===== src/rtl/breadboard_sweep_ctrl.sv =====
// breadboard_sweep_ctrl: walks the Breadboard inputs through codes 0..15,
// waits SETTLE_CYCLES clocks per code, captures the ten outputs and streams
// each row out while folding it into a rotate-xor signature.
//
// Row stream handshake: row_valid rises with row_idx/row_data already stable
// and all three hold until a clock edge sees row_valid & row_ready; that edge
// is the transfer, and row_valid drops on it.
module breadboard_sweep_ctrl #(
    parameter int SETTLE_CYCLES = 3
) (
    input  logic       clk,
    input  logic       rst_n,
    input  logic       start,
    input  logic       abort,
    output logic [3:0] wxyz,
    input  logic [9:0] f_in,
    output logic       row_valid,
    input  logic       row_ready,
    output logic [3:0] row_idx,
    output logic [9:0] row_data,
    output logic [9:0] signature,
    output logic       busy,
    output logic       done,
    output logic [1:0] state_dbg
);

    typedef enum logic [1:0] {
        IDLE   = 2'd0,
        SETTLE = 2'd1,
        OUT    = 2'd2,
        DONE   = 2'd3
    } state_t;

    localparam logic [3:0] SETTLE_INIT = 4'(SETTLE_CYCLES - 1);

    state_t     state_q, state_d;
    logic [3:0] cnt_q, cnt_d;
    logic [3:0] wxyz_d;
    logic       valid_d;
    logic [3:0] idx_d;
    logic [9:0] data_d;
    logic [9:0] sig_d;
    logic       busy_d;
    logic       done_d;

    assign state_dbg = state_q;

    // Next-state and next-output logic; every output is a register fed from here.
    always_comb begin
        state_d = state_q;
        cnt_d   = cnt_q;
        wxyz_d  = wxyz;
        valid_d = row_valid;
        idx_d   = row_idx;
        data_d  = row_data;
        sig_d   = signature;
        done_d  = 1'b0;

        if (state_q != IDLE && abort) begin
            // Abort beats a same-cycle handshake: the pending row is dropped unfolded.
            state_d = IDLE;
            valid_d = 1'b0;
        end else begin
            case (state_q)
                IDLE: begin
                    if (start) begin
                        state_d = SETTLE;
                        wxyz_d  = 4'd0;
                        idx_d   = 4'd0;
                        sig_d   = 10'd0;
                        cnt_d   = SETTLE_INIT;
                    end
                end
                SETTLE: begin
                    if (cnt_q == 4'd0) begin
                        data_d  = f_in;
                        valid_d = 1'b1;
                        state_d = OUT;
                    end else begin
                        cnt_d = cnt_q - 4'd1;
                    end
                end
                OUT: begin
                    if (row_ready) begin
                        valid_d = 1'b0;
                        sig_d   = {signature[8:0], signature[9]} ^ row_data;
                        if (row_idx == 4'd15) begin
                            state_d = DONE;
                        end else begin
                            wxyz_d  = wxyz + 4'd1;
                            idx_d   = row_idx + 4'd1;
                            cnt_d   = SETTLE_INIT;
                            state_d = SETTLE;
                        end
                    end
                end
                DONE: begin
                    state_d = IDLE;
                    done_d  = 1'b1;
                end
                default: state_d = IDLE;
            endcase
        end

        busy_d = (state_d != IDLE);
    end

    // State and output registers, cleared asynchronously by rst_n.
    always_ff @(posedge clk or negedge rst_n) begin
        if (!rst_n) begin
            state_q   <= IDLE;
            cnt_q     <= 4'd0;
            wxyz      <= 4'd0;
            row_valid <= 1'b0;
            row_idx   <= 4'd0;
            row_data  <= 10'd0;
            signature <= 10'd0;
            busy      <= 1'b0;
            done      <= 1'b0;
        end else begin
            state_q   <= state_d;
            cnt_q     <= cnt_d;
            wxyz      <= wxyz_d;
            row_valid <= valid_d;
            row_idx   <= idx_d;
            row_data  <= data_d;
            signature <= sig_d;
            busy      <= busy_d;
            done      <= done_d;
        end
    end

endmodule


===== config.mk =====
export PLATFORM = sky130hd
export DESIGN_NAME = breadboard_sweep_ctrl
export DESIGN_NICKNAME = d
export VERILOG_FILES = /design/src/rtl/breadboard_sweep_ctrl.sv
export SDC_FILE = /design/constraint.sdc
export NUM_CORES = 1
export LEC_CHECK = 0
export ABC_CLOCK_PERIOD_IN_PS = 5000
export BUFFER_PORTS_ARGS = -buffer_cell sky130_fd_sc_hd__buf_2
export CORE_UTILIZATION = 45
export CTS_CLUSTER_DIAMETER = 80
export DETAILED_ROUTE_END_ITERATION = 8
export PLACE_DENSITY = 0.72
export SLEW_MARGIN = 20
export SYNTH_ARGS = -nofsm -noshare
export SYNTH_HDL_FRONTEND = slang
export SYNTH_SLANG_ARGS = --single-unit

===== constraint.sdc =====
create_clock -name clk -period 5 [get_ports clk]
set_input_delay 0.75 -clock clk [delete_from_list [all_inputs] [get_ports clk]]
set_output_delay 0.75 -clock clk [all_outputs]
set_load 0.01 [all_outputs]

==> metrics, run 1 <==
worst-path cell chain=inv_1 -> ha_1 -> or3b_2 -> nor2_1 -> nand2_1 -> mux2_2; htree depth=2; CP Capture Type=flop; Achievable Freq=around 0.47 GHz; post-CTS setup buffer count=0; GRT overflow=0; Post-Syn Area per Cell=~11 sq um; Final WS setup=2.88 ns; worst slew pin tran=just under 0.8 ns; Power Density=between 400 and 500 nW/um^2; pre-CTS setup slack=roughly 2.8 ns; DRC=0; CP Buf/Inv Count=1; setup TNS=0 ns; Synth Instances=approximately 170; flops & latches, synth=37; Nets=between 200 and 250; die area=~4300 sq um; leakage power=~1.1 nW; Final Hold Violating Endpoints=0; area grow syn2layout=20.7%; Yosys cell types=37; drt total wl=~3400 um; skew final=0.00707 ns; clk sinks=37; cts repair resizes=0; fin. max-slew vios=0; post-DP HPWL=approximately 2400 um; die height=65.4 um; Ys Warns=0; FP Rows=22; worst min path class=in -> async; Critical R2R Capture=row_data[5]; die span in x=around 65 um; antenna violations before repair=0; asr flop ratio synth=100%; sequential cell fraction of total power=approximately 43%; reg2reg path depth=6; core box area=approximately 3800 sq um; Detail Route Antenna Nets=0; CTS max path bufs=2; CP max FO=10; Fill cells=around 340; first-pass GRT wire length=6100 um; WL per Instance=approximately 13 um; ANT cells=0; input/output buffers=47; GPL Wtd Cong=a little under 0.8; status=finished, final reports clean; largest net degree at the start of global routing=38; Mapped Area=between 1500 and 2000 sq um; Clk Tree Root Cell=clkbuf_8; CP max-delay cell=or3b_2; maximum vdd ir drop=around 0.32 mV; Clk pin slew, worst setup/hold paths=0.08 ns; RSZ-0062 raised after global routing=no; Num CTS Buffers=5; top area cells in the synthesized netlist=dfrtp_1 (51%), mux2_2 (6.2%), o31ai_1 (5.0%); Slew headroom=47.6%; # IOs=48; setup violators final=0; worst skew pair latency=slightly below 0.3 ns; Int Power=0.687 mW; number of global-route vias before repair=around 1300; CP delay by family, top=simple AND/OR/NAND/NOR gates; CP peak stage delay=~0.50 ns; DR iter-0 viols=51; ys flop type=dfrtp_1; required time of the critical path=5.17 ns; fin crit share=42.4%; All-Layer GR Usage=between 10% and 20%; Critical Path Start Type=flop; vias=about 1400; net count after synthesis=187; initial core utilization=a little under half; Post-synth EDFFs=0; DR pass1 iterations=4; layout cell share with drive strength beyond 1=around 32%; reg2reg start=cnt_q[0]; hold_buf cts=0; switch share=around a third; max cap viols=0; kind of critical path=reg -> reg; R2R setup slack=between 2 and 3 ns; TritonCTS clock tree=yes; Worst Path Arrival=approximately 2.3 ns; post-synthesis sequential area ratio=roughly half; NetSw=~0.35 mW; Yosys top cell area share=~51%; vias per std cell=~5.2; combinational share of power=around 31%; Yosys top cell by area=dfrtp_1; clock power share=25.9%; fin crit period=~2.1 ns
worst max-delay path by stage:
| stage | cells after the start | start | endpoint |
|---|---|---|---|
| after global routing | 4 | state_dbg[1] | row_idx[3] |
| final | 6 | cnt_q[0] | row_data[5] |
| after floorplan | 5 | abort | wxyz[3] |
| after global placement | 5 | abort | wxyz[3] |
| after detailed placement | 5 | abort | wxyz[3] |
| after CTS | 6 | cnt_q[0] | row_data[5] |
layout make-up:
class                   instances  area, sq um  area share (%)
flip-flops and latches         37          926            42.4
well taps                      48         60.1            2.75
clock inverters                 2         37.5            1.72
repair buffers                 47          235            10.8
multi-input cells             119          827            37.9
inverters                       4         15.0           0.688
clock buffers                   6         82.6            3.78
metrics by stage:
step / cell area, sq um / power (mW) / util (%) / std cells / hold WS [ns]
finish: 2180 / 1.04 / 57.9 / 263 / 0.526
global route: 2180 / 1.12 / 57.9 / 263 / 0.571
CTS: 2180 / 1.05 / 57.9 / 263 / 0.536
detailed placement: 2060 / 0.777 / 54.7 / 255 / 0.518
global placement: 2060 / 0.773 / 54.7 / 255 / 0.504
floorplan: 1810 / 0.672 / - / 168 / 0.454
registers in the layout, indices dropped and copies added (netlist names), 2 cells and up:
name and flops:
row_data 10, signature 10, cnt_q 4, row_idx 4, wxyz 4, state_dbg 2
kinds of logic (layout without fill, tap and decap cells):
family                     Yosys count  in the layout  share of synthesized area [%]
xor gates and xnor gates            10             10                           4.84
buffers and inverters               12             59                           3.11
and+or+nand+nor                     60             60                           18.5
muxes                               11             11                           6.78
AOI/OAI and AO/OA                   34             34                           12.8
DFF                                 37             37                           51.2
adders and majority gates            4              4                           2.77
power groups by stage:
stage          Sequential (mW)  Clock [mW]  Combinational, mW
2_1_floorplan            0.452           0              0.220
3_5_place_dp             0.451           0              0.327
6_report                 0.445       0.269              0.324
5_1_grt                  0.461       0.291              0.364
3_3_place_gp             0.449           0              0.324
4_1_cts                  0.446       0.273              0.329
routing by layer:
metal / share of wire (%) / up-vias / GRT usage [%]
met5: 0 / - / 0
met2: 47 / 34 / 28.5
li1: - / 684 / -
met1: 48 / 644 / 26.0
met3: 4.3 / 4 / 5.90
met4: 0.64 / 0 / 4.89
synth_stat cells (2+ instances only):
cell / number
inv_1: 4
o21ai_0: 7
nor2b_1: 2
nand2_1: 22
nand3_1: 8
nand2b_1: 4
mux2_2: 10
ha_1: 4
o31ai_1: 12
clkbuf_1: 6
nor3b_1: 3
xnor2_1: 10
or4b_1: 2
nand3b_1: 3
a21o_1: 2
nor2_1: 6
a21oi_1: 6
or4_1: 2
dfrtp_1: 37
placed cells by master, fill, tap and decap left out, types with 3 or more instances in the layout:
cell type,synthesis,routed
buf_2,0,47
dfrtp_1,37,37
nand2_1,22,22
o31ai_1,12,12
xnor2_1,10,10
mux2_2,10,10
nand3_1,8,8
o21ai_0,7,7
a21oi_1,6,6
nor2_1,6,6
clkbuf_8,0,6
inv_1,4,4
nand2b_1,4,4
ha_1,4,4
nand3b_1,3,3
nor3b_1,3,3
Note: power is estimated with default switching activity, not from simulation.
==> run 2: changes to the inputs <==
--- a/config.mk
+++ b/config.mk
@@ -5,12 +5,12 @@
 export SDC_FILE = /design/constraint.sdc
 export NUM_CORES = 1
 export LEC_CHECK = 0
-export ABC_CLOCK_PERIOD_IN_PS = 5000
+export ABC_CLOCK_PERIOD_IN_PS = 1800
 export BUFFER_PORTS_ARGS = -buffer_cell sky130_fd_sc_hd__buf_2
 export CORE_UTILIZATION = 45
 export CTS_CLUSTER_DIAMETER = 80
 export DETAILED_ROUTE_END_ITERATION = 8
-export PLACE_DENSITY = 0.72
+export PLACE_DENSITY = 0.75
 export SLEW_MARGIN = 20
 export SYNTH_ARGS = -nofsm -noshare
 export SYNTH_HDL_FRONTEND = slang
==> constraint.sdc (replaced) <==
create_clock -name clk -period 1.8 [get_ports clk]
set_input_delay 0.27 -clock clk [delete_from_list [all_inputs] [get_ports clk]]
set_output_delay 0.27 -clock clk [all_outputs]
set_load 0.01 [all_outputs]
==> run 2 against run 1 <==
  * Global-route usage increased by 2.5 points
  * Clock power increased to 2.7 times the previous value
  * Clock skew decreased by 0.0050 ns
  * Register-to-register slack got worse by 2.9 ns
  * Wire length increased by 17%
  * Utilization increased by 6.8 points
  * Flip-flop and latch count unchanged
  * Total power increased to 3.1 times the previous value
==> metrics, run 2 (synthesized netlist as in run 1, its figures left out) <==
status=finished, final reports clean (unchanged); required time of the critical path=1.97 ns (was 5.17 ns); initial core utilization=48.0% (unchanged); switch share=33.7% (about the same); setup violators final=0 (unchanged); worst min path class=in -> reg (was in -> async); CP peak stage delay=0.41 ns (was 0.50 ns); CTS max path bufs=2 (unchanged); fin crit period=1.78 ns (was 2.12 ns); Clk pin slew, worst setup/hold paths=0.07 ns (was 0.08 ns); die area=4280 sq um (unchanged); post-DP HPWL=2740 um (was 2400 um); core box area=3770 sq um (unchanged); layout cell share with drive strength beyond 1=42.1% (was 32.1%); post-route cell area=2440 sq um (was 2180 sq um); vias=1511 (was 1366); Int Power=2.11 mW (was 0.687 mW); fin crit share=98.9% (was 42.4%); sequential cell fraction of total power=37.9% (was 42.9%); Final WS setup=0.0195 ns (was 2.88 ns); die height=65.4 um (unchanged); antenna violations before repair=0 (unchanged); largest net degree at the start of global routing=38 (unchanged); skew final=0.00202 ns (was 0.00707 ns); commonest non-fill, non-tap cell in the layout=buf_2 (unchanged); number of global-route vias before repair=1527 (was 1293); Power Density=1300 nW/um^2 (was 475 nW/um^2); max cap viols=0 (unchanged); FP Rows=22 (unchanged); Hold Crit Depth=2; Final Hold Violating Endpoints=0 (unchanged); htree depth=2 (unchanged); # IOs=48 (unchanged); area grow syn2layout=34.9% (was 20.7%); pre-CTS setup slack=-0.134 ns (was 2.82 ns); Worst Path Arrival=1.95 ns (was 2.29 ns); RSZ-0062 raised after global routing=yes (was no); drt total wl=4010 um (was 3420 um); input/output buffers=47 (unchanged); vias per std cell=5.25 (was 5.19); clock power share=23.2% (was 25.9%); GPL Wtd Cong=0.825 (was 0.771); reg2reg path depth=6 (unchanged); final core utilization=64.7% (was 57.9%); met1 WL=1800 um (was 1640 um); DR pass1 iterations=5 (was 4); TritonCTS clock tree=yes (unchanged); worst slew pin tran=0.498 ns (was 0.785 ns); maximum vdd ir drop=0.794 mV (was 0.325 mV); Critical Path Start Type=flop (unchanged); WHS=0.211 ns (was 0.526 ns); WL per Instance=13.9 um (was 13.0 um); most frequent cells in the layout=buf_2 (47), dfrtp_1 (36), buf_4 (22) (was buf_2 (47), dfrtp_1 (37), nand2_1 (22)); worst skew pair latency=0.28 ns (was 0.29 ns); first-pass GRT wire length=6890 um (was 6100 um); Nets=258 (was 233); Clk Tree Root Cell=clkbuf_8 (unchanged); clk sinks=37 (unchanged); DRC=0 (unchanged); All-Layer GR Usage=21.2% (was 18.8%); GRT overflow=0 (unchanged); die span in x=65.4 um (unchanged); Num CTS Buffers=5 (unchanged); ANT cells=0 (unchanged); fin. max-slew vios=0 (unchanged); CP max FO=5 (was 10); Top Layer Used=met4 (unchanged); CP Capture Type=flop (unchanged); Detail Route Antenna Nets=0 (unchanged); worst-path cell chain=inv_2 -> ha_4 -> or3b_4 -> nor2_4 -> nand2_4 -> mux2_4 (was inv_1 -> ha_1 -> or3b_2 -> nor2_1 -> nand2_1 -> mux2_2); Post-DP Area=2240 sq um (was 2060 sq um); kind of critical path=reg -> reg (unchanged); NetSw=1.07 mW (was 0.350 mW); CP max-delay cell=or3b_4 (was or3b_2); metal3 WL=200 um (was 146 um); combinational share of power=38.9% (was 31.3%); Tot Pwr=3.18 mW (was 1.04 mW); met2 routed WL=1960 um (was 1610 um); Slew headroom=66.7% (was 47.6%); DR iter-0 viols=65 (was 51); leakage power=1.24 nW (was 1.09 nW); Achievable Freq=0.562 GHz (was 0.472 GHz); Largest regs=row_data (10), signature (10) (unchanged)
-- run 2: timing repair --
action,in CTS,in global routing
hold endpoints to repair,37,0
cloned,1,0
pin swaps,1,3
hold buffers,1,0
buffers inserted,0,3
setup endpoints to repair,10,15
gates resized for setup,6,8
-- run 2: routing by layer --
layer | vias up | global-route usage [%]
li1 | 734 | -
met1 | 729 | 25.8
met2 | 42 | 36.2
met3 | 6 | 6.42
met4 | 0 | 5.98
met5 | - | 0
-- run 2: final timing paths --
kind | from | to | slack [ns]
setup / recovery | cnt_q[1] | row_data[5] | 0.02
hold / removal | f_in[4] | row_data[4] | 0.21
setup reg to reg | cnt_q[1] | row_data[5] | 0.02
hold reg to reg | signature[9] | signature[9] | 0.53
max in group asynchronous | rst_n | state_dbg[1] | 1.13
min in group asynchronous | rst_n | done | 0.48
-- run 2: critical path: cells and delay by family, from the launching register on --
family | cells | cell delay (ns)
flops | 1 | 0.39
buf+inv | 1 | 0.09
fa+ha+maj | 1 | 0.13
mux | 1 | 0.33
simple gates | 3 | 0.73
-- run 2: cell type report --
cell class	count	area [sq um]
clock buffer	7	86.3
clock inverter	1	30.0
fill	294	1330
inverter	4	15.0
multi-input combinational	120	892
sequential	37	927
tap	48	60.1
timing repair buffer	71	430
-- run 2: power groups by stage --
| stage | Sequential, mW | Clock (mW) | Combinational (mW) |
|---|---|---|---|
| 6_report | 1.21 | 0.737 | 1.24 |
| 5_1_grt | 1.24 | 0.795 | 1.35 |
| 4_1_cts | 1.20 | 0.757 | 1.18 |
| 3_5_place_dp | 1.21 | 0 | 1.13 |
| 3_3_place_gp | 1.20 | 0 | 1.10 |
| 2_1_floorplan | 1.25 | 0 | 0.616 |
-- run 2: metrics by stage --
stage | setup TNS [ns] | std cells
floorplan | -0.0102 | 168
finish | 0 | 288
CTS | 0 | 286
global route | -0.0835 | 288
global placement | -0.495 | 276
detailed placement | -1.28 | 276
==> run 3: changes to the inputs <==
--- a/config.mk
+++ b/config.mk
@@ -7,10 +7,12 @@
 export LEC_CHECK = 0
 export ABC_CLOCK_PERIOD_IN_PS = 1800
 export BUFFER_PORTS_ARGS = -buffer_cell sky130_fd_sc_hd__buf_2
+export CORE_ASPECT_RATIO = 1.25
 export CORE_UTILIZATION = 45
 export CTS_CLUSTER_DIAMETER = 80
 export DETAILED_ROUTE_END_ITERATION = 8
 export PLACE_DENSITY = 0.75
+export SKIP_CTS_REPAIR_TIMING = 1
 export SLEW_MARGIN = 20
 export SYNTH_ARGS = -nofsm -noshare
 export SYNTH_HDL_FRONTEND = slang
==> run 3 against run 2 <==
  * Clock power is 12% lower
  * Final area is 2.9% lower
  * Critical path depth is 1 higher
  * Combinational power is 8% lower
  * Largest cell class unchanged
==> metrics, run 3 (synthesized netlist as in run 1, its figures left out) <==
# IOs=48 (unchanged); worst-path cell chain=inv_1 -> ha_1 -> or3b_4 -> a211oi_2 -> buf_4 -> or4_4 -> a21oi_2 (was inv_2 -> ha_4 -> or3b_4 -> nor2_4 -> nand2_4 -> mux2_4); Final Hold Violating Endpoints=0 (unchanged); input/output buffers=47 (unchanged); All-Layer GR Usage=20.7% (was 21.2%); Detail Route Antenna Nets=0 (unchanged); WHS=0.206 ns (was 0.211 ns); switch share=34.7% (was 33.7%); CP max FO=7 (was 5); area grow syn2layout=31.0% (was 34.9%); DR iter-0 viols=45 (was 65); most frequent cells in the layout=buf_2 (47), dfrtp_1 (37), nand2_1 (21) (was buf_2 (47), dfrtp_1 (36), buf_4 (22)); CP max-delay cell=or4_4 (was or3b_4); Int Power=1.94 mW (was 2.11 mW); first-pass GRT wire length=6540 um (was 6890 um); final core utilization=62.1% (was 64.7%); antenna violations before repair=0 (unchanged); GPL Wtd Cong=0.755 (was 0.825); fin crit period=1.75 ns (was 1.78 ns); kind of critical path=reg -> reg (unchanged); number of global-route vias before repair=1481 (was 1527); ANT cells=0 (unchanged); leakage power=1.19 nW (was 1.24 nW); post-route cell area=2370 sq um (was 2440 sq um); die height=72.9 um (was 65.4 um); vias per std cell=5.15 (was 5.25); core box area=3820 sq um (was 3770 sq um); Nets=251 (was 258); drt total wl=3840 um (was 4010 um); TritonCTS clock tree=yes (unchanged); clk sinks=37 (unchanged); setup violators final=0 (unchanged); CP peak stage delay=0.48 ns (was 0.41 ns); largest net degree at the start of global routing=38 (unchanged); sequential cell fraction of total power=40.0% (was 37.9%); Critical Path Start Type=flop (unchanged); pre-CTS setup slack=-0.108 ns (was -0.134 ns); Power Density=1260 nW/um^2 (was 1300 nW/um^2); worst skew pair latency=0.29 ns (was 0.28 ns); commonest non-fill, non-tap cell in the layout=buf_2 (unchanged); fin crit share=97.5% (was 98.9%); Achievable Freq=0.570 GHz (was 0.562 GHz); post-DP HPWL=2680 um (was 2740 um); Slew headroom=75.4% (was 66.7%); skew final=0.00516 ns (was 0.00202 ns); htree depth=2 (unchanged); Post-DP Area=2210 sq um (was 2240 sq um); FP Rows=25 (was 22); status=finished, final reports clean (unchanged); Final WS setup=0.0451 ns (was 0.0195 ns); WL per Instance=13.4 um (was 13.9 um); Worst Path Arrival=1.98 ns (was 1.95 ns); Clk Tree Root Cell=clkbuf_8 (unchanged); worst slew pin tran=0.366 ns (was 0.498 ns); die area=4280 sq um (about the same); CP Buf/Inv Count=2 (was 1); die span in x=58.7 um (was 65.4 um); Largest regs=row_data (10), signature (10) (unchanged); worst min path class=in -> reg (unchanged); DRC=0 (unchanged); Clk pin slew, worst setup/hold paths=0.07 ns (about the same); required time of the critical path=2.03 ns (was 1.97 ns); max cap viols=0 (unchanged); Num CTS Buffers=5 (unchanged); CP delay by family, top=simple AND/OR/NAND/NOR gates (unchanged); maximum vdd ir drop=0.878 mV (was 0.794 mV); CP Capture Type=flop (unchanged); clock power share=21.7% (was 23.2%); CTS max path bufs=2 (unchanged); fin. max-slew vios=0 (unchanged); vias=1477 (was 1511); GRT overflow=0 (unchanged); initial core utilization=47.4% (was 48.0%); layout cell share with drive strength beyond 1=40.3% (was 42.1%); combinational share of power=38.3% (was 38.9%); NetSw=1.03 mW (was 1.07 mW); DR pass1 iterations=4 (was 5)
-- run 3: cell types whose count changed in the layout (fill, tap and decap cells not counted), sizes merged --
cell	before	now
buf	70	64
bufinv	1	0
clkinv	0	1
nand2	23	22
-- run 3: power by group through the flow --
stage / Clock, mW / Combinational, mW / Sequential (mW)
after detailed placement: 0 / 1.09 / 1.20
final: 0.647 / 1.14 / 1.19
after global placement: 0 / 1.07 / 1.19
after global routing: 0.685 / 1.27 / 1.22
after floorplan: 0 / 0.616 / 1.25
after CTS: 0.662 / 1.10 / 1.19
-- run 3: per-stage QoR --
stage / total power, mW / setup TNS, ns / instances
global placement: 2.26 / -0.383 / 277
finish: 2.97 / 0 / 287
global route: 3.17 / -0.0114 / 287
detailed placement: 2.29 / -0.943 / 277
CTS: 2.95 / -1.27 / 285
floorplan: 1.87 / -0.0102 / 168
-- run 3: metal layers --
layer | up-vias | routed length (um) | GRT usage [%] | share of wire [%]
met2 | 42 | 1940 | 36.1 | 51
met5 | - | 0 | 0 | 0
met4 | 0 | 80 | 8.73 | 2.1
met1 | 702 | 1630 | 23.7 | 42
li1 | 726 | - | - | -
met3 | 7 | 190 | 5.67 | 4.9
-- run 3: path summary, 6_finish.rpt --
path                               from      endpoint  slack, ns  cells after the start
setup / recovery               cnt_q[0]      cnt_q[3]       0.05                      7
min in group asynchronous         rst_n          done       0.46                      3
hold reg to reg            signature[3]  signature[3]       0.52                      2
max in group asynchronous         rst_n  signature[4]       1.15                      3
hold / removal                  f_in[6]   row_data[6]       0.21                      2
setup reg to reg               cnt_q[0]      cnt_q[3]       0.05                      7
-- run 3: final cells by class --
type / count / area [sq um]
clock inverters: 1 / 5.00
flip-flops and latches: 37 / 926
repair buffers: 65 / 385
well taps: 54 / 67.6
fillers: 361 / 1450
clock buffers: 7 / 96.3
multi-input cells: 119 / 875
inverters: 4 / 15.0
